$ cat src/rtl/spgd_accum_pkg.sv
// Shared SPGD definitions: Q-format defaults, clamp magnitude and the
// accumulator FSM state encoding.
package spgd_accum_pkg;

    localparam int unsigned DATA_WIDTH_D = 32;
    localparam int unsigned INT_WIDTH_D  = 16;
    localparam int unsigned N_CH_D       = 4;
    // Clamp magnitude in integer units (+/-8.0 in the default 16Q16 format).
    localparam int unsigned CLAMP_MAG    = 8;

    localparam logic [31:0] U_MAX_D = 32'h0008_0000;
    localparam logic [31:0] U_MIN_D = 32'hFFF8_0000;

    typedef enum logic {
        ST_RUN   = 1'b0,
        ST_CLEAR = 1'b1
    } state_e;

endpackage

$ cat src/rtl/spgd_sat_add.sv
// Saturating signed add: one extra bit of headroom so the sum never wraps,
// then clamp to [U_MIN, U_MAX] and flag when the clamp engaged.
module spgd_sat_add
    import spgd_accum_pkg::*;
#(
    parameter int unsigned           DATA_WIDTH = DATA_WIDTH_D,
    parameter logic [DATA_WIDTH-1:0] U_MAX      = DATA_WIDTH'(U_MAX_D),
    parameter logic [DATA_WIDTH-1:0] U_MIN      = DATA_WIDTH'(U_MIN_D)
) (
    input  logic [DATA_WIDTH-1:0] a,
    input  logic [DATA_WIDTH-1:0] b,
    output logic [DATA_WIDTH-1:0] y_c,
    output logic                  clamped_c
);

    localparam int unsigned SUM_W = DATA_WIDTH + 1;

    logic signed [SUM_W-1:0] sum_c;
    logic signed [SUM_W-1:0] max_c;
    logic signed [SUM_W-1:0] min_c;

    always_comb begin
        sum_c     = $signed({a[DATA_WIDTH-1], a}) + $signed({b[DATA_WIDTH-1], b});
        max_c     = $signed({U_MAX[DATA_WIDTH-1], U_MAX});
        min_c     = $signed({U_MIN[DATA_WIDTH-1], U_MIN});
        y_c       = sum_c[DATA_WIDTH-1:0];
        clamped_c = 1'b0;
        if (sum_c > max_c) begin
            y_c       = U_MAX;
            clamped_c = 1'b1;
        end else if (sum_c < min_c) begin
            y_c       = U_MIN;
            clamped_c = 1'b1;
        end
    end

endmodule

$ cat src/rtl/spgd_accum.sv
// Per-channel SPGD control-vector accumulator: two-stage read/add/clamp/write
// pipeline with same-channel bypass, sticky saturation flags and a clear sweep.
module spgd_accum
    import spgd_accum_pkg::*;
#(
    parameter int unsigned           DATA_WIDTH = DATA_WIDTH_D,
    parameter int unsigned           INT_WIDTH  = INT_WIDTH_D,
    parameter int unsigned           N_CH       = N_CH_D,
    parameter int unsigned           CH_W       = $clog2(N_CH),
    parameter logic [DATA_WIDTH-1:0] U_MAX      = DATA_WIDTH'(CLAMP_MAG) << (DATA_WIDTH - INT_WIDTH),
    parameter logic [DATA_WIDTH-1:0] U_MIN      = DATA_WIDTH'(0) - U_MAX,
    parameter logic [DATA_WIDTH-1:0] U_INIT     = '0
) (
    input  logic                       clk,
    input  logic                       rstn,
    input  logic                       s_valid,
    output logic                       s_ready,
    input  logic [DATA_WIDTH-1:0]      s_data,
    input  logic [CH_W-1:0]            s_ch,
    input  logic                       clear,
    output logic [N_CH*DATA_WIDTH-1:0] u_flat,
    output logic [N_CH-1:0]            sat,
    output logic                       out_valid,
    output logic [CH_W-1:0]            out_ch
);

    state_e                state_q, state_d;
    logic [CH_W-1:0]       cnt_q, cnt_d;
    logic                  sweep_wr_c;

    logic [DATA_WIDTH-1:0] u_q [N_CH];

    logic                  s1_valid_q;
    logic [CH_W-1:0]       s1_ch_q;
    logic [DATA_WIDTH-1:0] s1_data_q;
    logic                  s2_valid_q;
    logic [CH_W-1:0]       s2_ch_q;
    logic [DATA_WIDTH-1:0] s2_res_q;
    logic                  s2_clamp_q;

    logic                  in_range_c;
    logic                  accept_c;
    logic                  upd_wr_c;
    logic [DATA_WIDTH-1:0] rd_c;
    logic [DATA_WIDTH-1:0] sum_res_c;
    logic                  sum_clamp_c;

    assign s_ready = (state_q == ST_RUN) && !clear;

    // Out-of-range channel indices are only possible when N_CH is not a power of two.
    if (N_CH == (1 << CH_W)) begin : g_ch_full
        assign in_range_c = 1'b1;
    end else begin : g_ch_part
        assign in_range_c = (32'(s_ch) < N_CH);
    end

    assign accept_c = s_valid && s_ready && in_range_c;
    assign upd_wr_c = s2_valid_q && !clear;

    // Bypass the stage-2 result so back-to-back steps to one channel accumulate.
    assign rd_c = (s2_valid_q && (s2_ch_q == s1_ch_q)) ? s2_res_q : u_q[s1_ch_q];

    spgd_sat_add #(
        .DATA_WIDTH (DATA_WIDTH),
        .U_MAX      (U_MAX),
        .U_MIN      (U_MIN)
    ) u_sat_add (
        .a         (rd_c),
        .b         (s1_data_q),
        .y_c       (sum_res_c),
        .clamped_c (sum_clamp_c)
    );

    always_ff @(posedge clk or negedge rstn) begin : p_state
        if (!rstn) begin
            state_q <= ST_RUN;
            cnt_q   <= '0;
        end else begin
            state_q <= state_d;
            cnt_q   <= cnt_d;
        end
    end

    always_comb begin : p_next
        state_d    = state_q;
        cnt_d      = cnt_q;
        sweep_wr_c = 1'b0;
        case (state_q)
            ST_RUN: begin
                if (clear) begin
                    state_d = ST_CLEAR;
                    cnt_d   = '0;
                end
            end
            ST_CLEAR: begin
                sweep_wr_c = 1'b1;
                if (clear) begin
                    cnt_d = '0;
                end else if (cnt_q == CH_W'(N_CH - 1)) begin
                    state_d = ST_RUN;
                    cnt_d   = '0;
                end else begin
                    cnt_d = cnt_q + CH_W'(1);
                end
            end
            default: state_d = ST_RUN;
        endcase
    end

    // A clear kills both stages in the same cycle it is seen.
    always_ff @(posedge clk or negedge rstn) begin : p_pipe
        if (!rstn) begin
            s1_valid_q <= 1'b0;
            s1_ch_q    <= '0;
            s1_data_q  <= '0;
            s2_valid_q <= 1'b0;
            s2_ch_q    <= '0;
            s2_res_q   <= '0;
            s2_clamp_q <= 1'b0;
        end else begin
            s1_valid_q <= accept_c;
            if (accept_c) begin
                s1_ch_q   <= s_ch;
                s1_data_q <= s_data;
            end
            s2_valid_q <= s1_valid_q && !clear;
            s2_ch_q    <= s1_ch_q;
            s2_res_q   <= sum_res_c;
            s2_clamp_q <= sum_clamp_c;
        end
    end

    always_ff @(posedge clk or negedge rstn) begin : p_bank
        if (!rstn) begin
            for (int unsigned k = 0; k < N_CH; k++) begin
                u_q[k] <= U_INIT;
            end
            sat       <= '0;
            out_valid <= 1'b0;
            out_ch    <= '0;
        end else begin
            out_valid <= upd_wr_c;
            if (upd_wr_c) begin
                u_q[s2_ch_q] <= s2_res_q;
                out_ch       <= s2_ch_q;
                if (s2_clamp_q) begin
                    sat[s2_ch_q] <= 1'b1;
                end
            end
            if (sweep_wr_c) begin
                u_q[cnt_q] <= U_INIT;
                sat[cnt_q] <= 1'b0;
            end
        end
    end

    for (genvar k = 0; k < N_CH; k++) begin : g_flat
        assign u_flat[k*DATA_WIDTH +: DATA_WIDTH] = u_q[k];
    end

endmodule

$ cat config.mk
export PLATFORM = sky130hd
export DESIGN_NAME = spgd_accum
export DESIGN_NICKNAME = d
export VERILOG_FILES = /design/src/rtl/spgd_accum_pkg.sv /design/src/rtl/spgd_sat_add.sv /design/src/rtl/spgd_accum.sv
export SDC_FILE = /design/constraint.sdc
export NUM_CORES = 1
export LEC_CHECK = 0
export BUFFER_PORTS_ARGS = -buffer_cell sky130_fd_sc_hd__buf_4
export CORE_MARGIN = 3
export CORE_UTILIZATION = 35
export DETAILED_ROUTE_END_ITERATION = 6
export HOLD_SLACK_MARGIN = 0.02
export PLACE_DENSITY_LB_ADDON = 0.3
export SETUP_SLACK_MARGIN = 0.3
export SYNTH_ARGS = -nofsm -noshare
export SYNTH_HDL_FRONTEND = slang
export SYNTH_SLANG_ARGS = --single-unit
$ cat constraint.sdc
create_clock -name clk -period 10.6 [get_ports clk]
set_clock_uncertainty 0.1 [all_clocks]
set_input_delay 2.12 -clock clk [delete_from_list [all_inputs] [get_ports clk]]
set_output_delay 2.12 -clock clk [all_outputs]
set_load 0.05 [all_outputs]
# Word-level counts from Yosys, hierarchy flattened

Cells that the tools add are included.

Output and inout bits: 136
Word-level logic and storage cells: 82
Flip-flop bits (word level): 209

Bitwise logic cells: 9
Reduce and logical (&&, ||, !) cells: 10
Multiplexer cells: 31
Equal/unequal tests: 3
Magnitude comparators: 11
Add/subtract/negate cells: 2

Operator list:

| kind                                                              | count |
|---|---|
| two-way mux 128 bit                                               | 2 |
| two-way mux 32 bit                                                | 7 |
| AND 128 bit                                                       | 1 |
| bitwise mux 128 bit                                               | 1 |
| demux 32 bit (select 2 bit)                                       | 2 |
| NOT 128 bit                                                       | 1 |
| binary-select mux 32 bit (select 2 bit)                           | 1 |
| adder 32 x 32 -> 33 bit                                           | 1 |
| > comparator 33 x 21 -> 1 bit, second input constant              | 1 |
| < comparator 33 x 20 -> 1 bit, second input constant              | 1 |
| two-way mux 4 bit                                                 | 3 |
| greater-or-equal comparator 3 bit, second input constant          | 3 |
| logical AND 1 bit                                                 | 9 |
| NOT 2 -> 3 bit                                                    | 3 |
| two-way mux 1 bit                                                 | 8 |
| < comparator 2 x 3 -> 1 bit, second input constant                | 2 |
| < comparator 3 x 1 -> 1 bit, second input constant                | 2 |
| two-way mux 2 bit                                                 | 3 |
| AND 4 bit                                                         | 1 |
| demux 1 bit (select 2 bit)                                        | 2 |
| greater-or-equal comparator 2 x 1 -> 1 bit, second input constant | 2 |
| NOT 4 bit                                                         | 1 |
| bitwise OR 4 bit                                                  | 1 |
| one-hot mux 2 bit (2 select lines)                                | 1 |
| 7 further kinds                                                   | 7 |

# Longest topological paths before layout

Depth in word-level cells: 9
Depth in mapped cells: 18

# Modules after synthesis

Synthesis repeated with hierarchy kept, for this count alone.

Cell total of the unflattened synthesis: 1,180
Area total of the unflattened synthesis: 11,441.0 µm²

Modules (own cells, without submodules):

| module       | cells an instance | sequential area each (µm²) | instances | area an instance (µm²) |
|---|---|---|---|---|
| spgd_accum   | 799               | 5,230.0                    | 1         | 8,982.4 |
| spgd_sat_add | 381               | 0.0                        | 1         | 2,458.6 |

# Least setup slack after synthesis

Ideal clock, no wire load.

Path type: input -> output
Start: input port clear
End: output port s_ready
Slack: 5.588 ns
Buffers on the path: 0
Arrival: 2.792 ns
Stages on the path: 1
Cell sequence: nor2_1

Longest elaborated chain between the ends: 2

RTL lines:

| item               | RTL line         | RTL |
|---|---|---|
| start: declaration | spgd_accum.sv:20 | `input logic clear,` |
| zero test 1 bit    | spgd_accum.sv:48 | `assign s_ready = (state_q == ST_RUN) && !clear;` |
| logical AND 1 bit  | spgd_accum.sv:48 |  |
| end: declaration   | spgd_accum.sv:17 | `output logic s_ready,` |

Every way passes these cells.

# Worst setup path in the final report

Start: register s1_ch_q[0]
End: register s2_res_q[11]

Longest elaborated chain between the ends: 9
Elaborated cells between the ends (all ways): 12
Those cells by class: 1 x add/sub; 2 x order compare; 1 x eq/ne; 6 x mux; 1 x bitwise; 1 x reduce/logical

RTL lines:

| item                                                  | RTL line           | RTL |
|---|---|---|
| start: declaration                                    | spgd_accum.sv:34   | `logic [CH_W-1:0] s1_ch_q;` |
| start signal: assignment                              | spgd_accum.sv:123  | `s1_ch_q <= s_ch;` |
| NOT 2 -> 3 bit (not written as such)                  | spgd_accum.sv:61   | `assign rd_c = (s2_valid_q && (s2_ch_q == s1_ch_q)) ? s2_res_q : u_q[s1_ch_q];` |
| binary-select mux 32 bit (select 2 bit)               | spgd_accum.sv:61   |  |
| two-way mux 32 bit (not written as such) (2 in a row) | spgd_accum.sv:61   |  |
| two-way mux 32 bit *                                  | spgd_accum.sv:61   |  |
| adder 32 x 32 -> 33 bit *                             | spgd_sat_add.sv:23 | `sum_c = $signed({a[DATA_WIDTH-1], a}) + $signed({b[DATA_WIDTH-1], b});` |
| < comparator 33 x 20 -> 1 bit                         | spgd_sat_add.sv:31 | `end else if (sum_c < min_c) begin` |
| two-way mux 32 bit                                    | spgd_sat_add.sv:31 |  |
| two-way mux 32 bit *                                  | spgd_sat_add.sv:28 | `if (sum_c > max_c) begin` |
| named net sum_res_c[11]                               | spgd_accum.sv:45   | `logic [DATA_WIDTH-1:0] sum_res_c;` |
| end signal: assignment                                | spgd_accum.sv:128  | `s2_res_q <= sum_res_c;` |
| end: declaration                                      | spgd_accum.sv:38   | `logic [DATA_WIDTH-1:0] s2_res_q;` |

The timed path passes the listed nets; every way through them passes the cells marked *. The select of a mux whose other input is x is not followed.
A chain may end at the register's enable or synchronous reset.

==> impl_metrics.toml <==
[synthesis]
synth_edf_count = 0
synth-async-reset-ratio_pct = 100
synth_nets = 1223
synthTopCellsByArea = "dfrtp_1 (46%), nand2_1 (9.8%), a21oi_1 (8.1%), mux2_2 (6.7%), mux4_2 (6.4%)"
ys_warn_count = 0
synth_ff_type = "dfrtp_1"
netlist_instances = 1147
synth.largest_area_cell = "dfrtp_1"
synth_top_area_share_pct = 46.5
avgSynthCellArea_sq_um = 9.81
synth_most_common_cell = "nand2_1"
seq_area_frac_synth_pct = 46.5
synth_cell_type_count = 79
synthTopCellsByCount = "nand2_1 (294), dfrtp_1 (209), a21oi_1 (183), mux2_2 (67), clkbuf_1 (51)"
ys_seq_elements = 209
syn_area_sq_mm = 0.0113

[floorplanning]
die_w_um = 185
ios = 174
start_util_pct = 35.6
die_h_um = 185
core-area_sq_mm = 0.0316
row_count = 65
die-area_sq_mm = 0.0343

[placement]
numPortBuffers = 173
dp_hpwl_mm = 24.0
placed_cell_area_sq_mm = 0.0129
gp_congestion = 0.942

[critical_path]
worstReg2RegStart = "s1_ch_q[0]"
worstPathArrival_ns = 5.78
worstSetupEndpointType = "register"
worstSetupPathType = "reg -> reg"
cp.buffers_inverters = 3
cp_cell_sequence = "buf_4 -> xnor2_1 -> nand3_1 -> buf_4 -> mux2_2 -> ha_1 -> fa_1 -> a21o_1 -> a221oi_2 -> o221a_4 -> o21ai_2 -> a21oi_1 -> nor4b_1 -> nand4_1 -> nor4b_2 -> a22oi_2 -> buf_4 -> nor2b_2"
startpoint = "s1_ch_q[0]"
r2r_cells = 18
cpPeakStageDelay_ns = 0.56
path_depth = 18
crit_top_cell = "buf_4"
critPathMaxFanout = 35
critPathLaunchType = "register"
critical-path-slowest-cell = "buf_4"
cp.required_ns = 10.94
crit_family = "compound AO/OA/AOI/OAI gates"

[pwr]
irDropWorstVdd_uv = 145
internal_power_mw = 1.64
leakage_nw = 6.13
power.density_mw_per_mm2 = 184
power.switching_mw = 0.866
power.total_mw = 2.51
p_comb_share_pct = 28.3
seq_power_share_pct = 40.0
p_clk_share_pct = 31.7
switching_share_pct = 34.6

[clock_tree]
cts_root_buf = "clkbuf_16"
cts_buffer_depth = 3
clk_pin_slew_worst_paths_ns = 0.06
cts.repair.resized = 0
cts_setup_buffers = 0
cts_tree = "built"
clock_latency_ns = 0.51
cts_sinks = 209
cts_hold_buffers = 0
htree_levels = 1
cts_buffers = 24

[layout]
multi_input_area_sq_mm = 0.00567
final_area_sq_mm = 0.0136
area_growth_syn_to_layout_pct = 20.9
n_antenna_cell = 0
finalNetCount = 1359
seqCellArea_sq_mm = 0.00523
fillers = 3011
finalCoreUtilization_pct = 43.0
drive_gt1_share_pct = 28.1

[sta]
hold_violations = 0
setup_violations = 0
drv_slew = 0
relSlewSlack_pct = 31.8
worst_pin_slew_ns = 1.02
fin_crit_sh_pct = 51.3
max_freq_mhz = 184
finalCriticalPeriod_ns = 5.43
rsz0062_at_grt = "false"
whs_ns = 0.359
tns_ns = 0

[route]
routed_wl_mm = 33.8
viasPerCell = 5.37
antenna_left = 0
drcViolationCount = 0
drt_first_pass_iters = 5
avgRoutedWirePerCell_um = 19.9
via_count = 9125
detail_route.iter0.violations = 672

[flow_run]
drv_cap = 0

[global_route]
grt_use_total_pct = 19.3
overflow = 0
grt_pass1_vias = 8895
grt_max_degree = 74
grt_pass1_wl_mm = 52.3
antenna_found_initial = 0

[min_path]
hold_depth = 1
hp-class = "reg -> reg"
min_from = "s1_valid_q"

[status]
status = "finished clean"
cell usage in the layout, fill, tap and decap left out, types with 8 or more instances in the layout:
cell / n
o21ai_0: 18
clkbuf_16: 25
nor2_1: 26
nor2_2: 13
mux2_2: 67
buf_4: 185
o21a_1: 8
nor3_1: 8
a21oi_1: 183
mux4_2: 32
inv_1: 14
xor2_1: 9
dfrtp_1: 208
ha_1: 37
nand4_1: 13
xnor2_1: 13
nand2_1: 294
nand3_1: 8
power groups by stage:
stage / clock network (mW) / logic (mW) / registers, mW
4_1_cts: 0.809 / 0.710 / 1.00
2_1_floorplan: 0 / 0.525 / 0.984
5_1_grt: 0.841 / 0.778 / 1.02
3_5_place_dp: 0 / 0.704 / 1.01
6_report: 0.794 / 0.709 / 1.00
3_3_place_gp: 0 / 0.699 / 1.01
layout make-up:
| class | count | area share [%] |
|---|---|---|
| clock inverter | 5 | 0.395 |
| timing repair buffer | 186 | 10.3 |
| inverter | 14 | 0.386 |
| multi-input combinational | 848 | 41.7 |
| tap | 402 | 3.70 |
| sequential | 209 | 38.4 |
| clock buffer | 35 | 5.09 |
sequential cells by signal, summed over array words and instances, names as in the netlist:
name / flops
s2_clamp_q: 1
s2_ch_q: 2
out_valid: 1
cnt_q: 2
sat: 4
u_flat: 128
s2_valid_q: 1
s1_ch_q: 2
out_ch: 2
s1_valid_q: 1
s2_res_q: 32
s1_data_q: 32
state_q: 1
cell families after synthesis:
group	Yosys count	synth area share, %
mux	102	13.4
compound gates	276	14.6
flops	209	46.5
xor+xnor	22	1.71
simple gates	410	16.2
fa+ha+maj	38	4.29
buf+inv	90	3.32
worst paths after layout:
check                          endpoint  slack [ns]
setup / recovery           s2_res_q[11]        5.17
hold / removal               s2_valid_q        0.36
setup reg to reg           s2_res_q[11]        5.17
hold reg to reg              s2_valid_q        0.36
max in group asynchronous    s1_ch_q[0]        7.47
min in group asynchronous    u_flat[48]        1.52
per-stage QoR:
step / cells / setup slack (ns)
after global routing: 1699 / 4.75
after detailed placement: 1659 / 5.17
after CTS: 1699 / 5.17
final: 1699 / 5.17
after global placement: 1659 / 5.27
after floorplan: 1147 / 5.59
per-layer routing:
metal	share of wire (%)	GRT usage, %	wire, um	vias to the layer above
met1	45	27.6	15200	4500
li1	-	-	-	4302
met4	1.6	3.39	556	0
met3	5.6	2.93	1880	37
met2	48	31.7	16100	286
met5	0	0	0	-
Note: power is estimated with default switching activity, not from simulation.
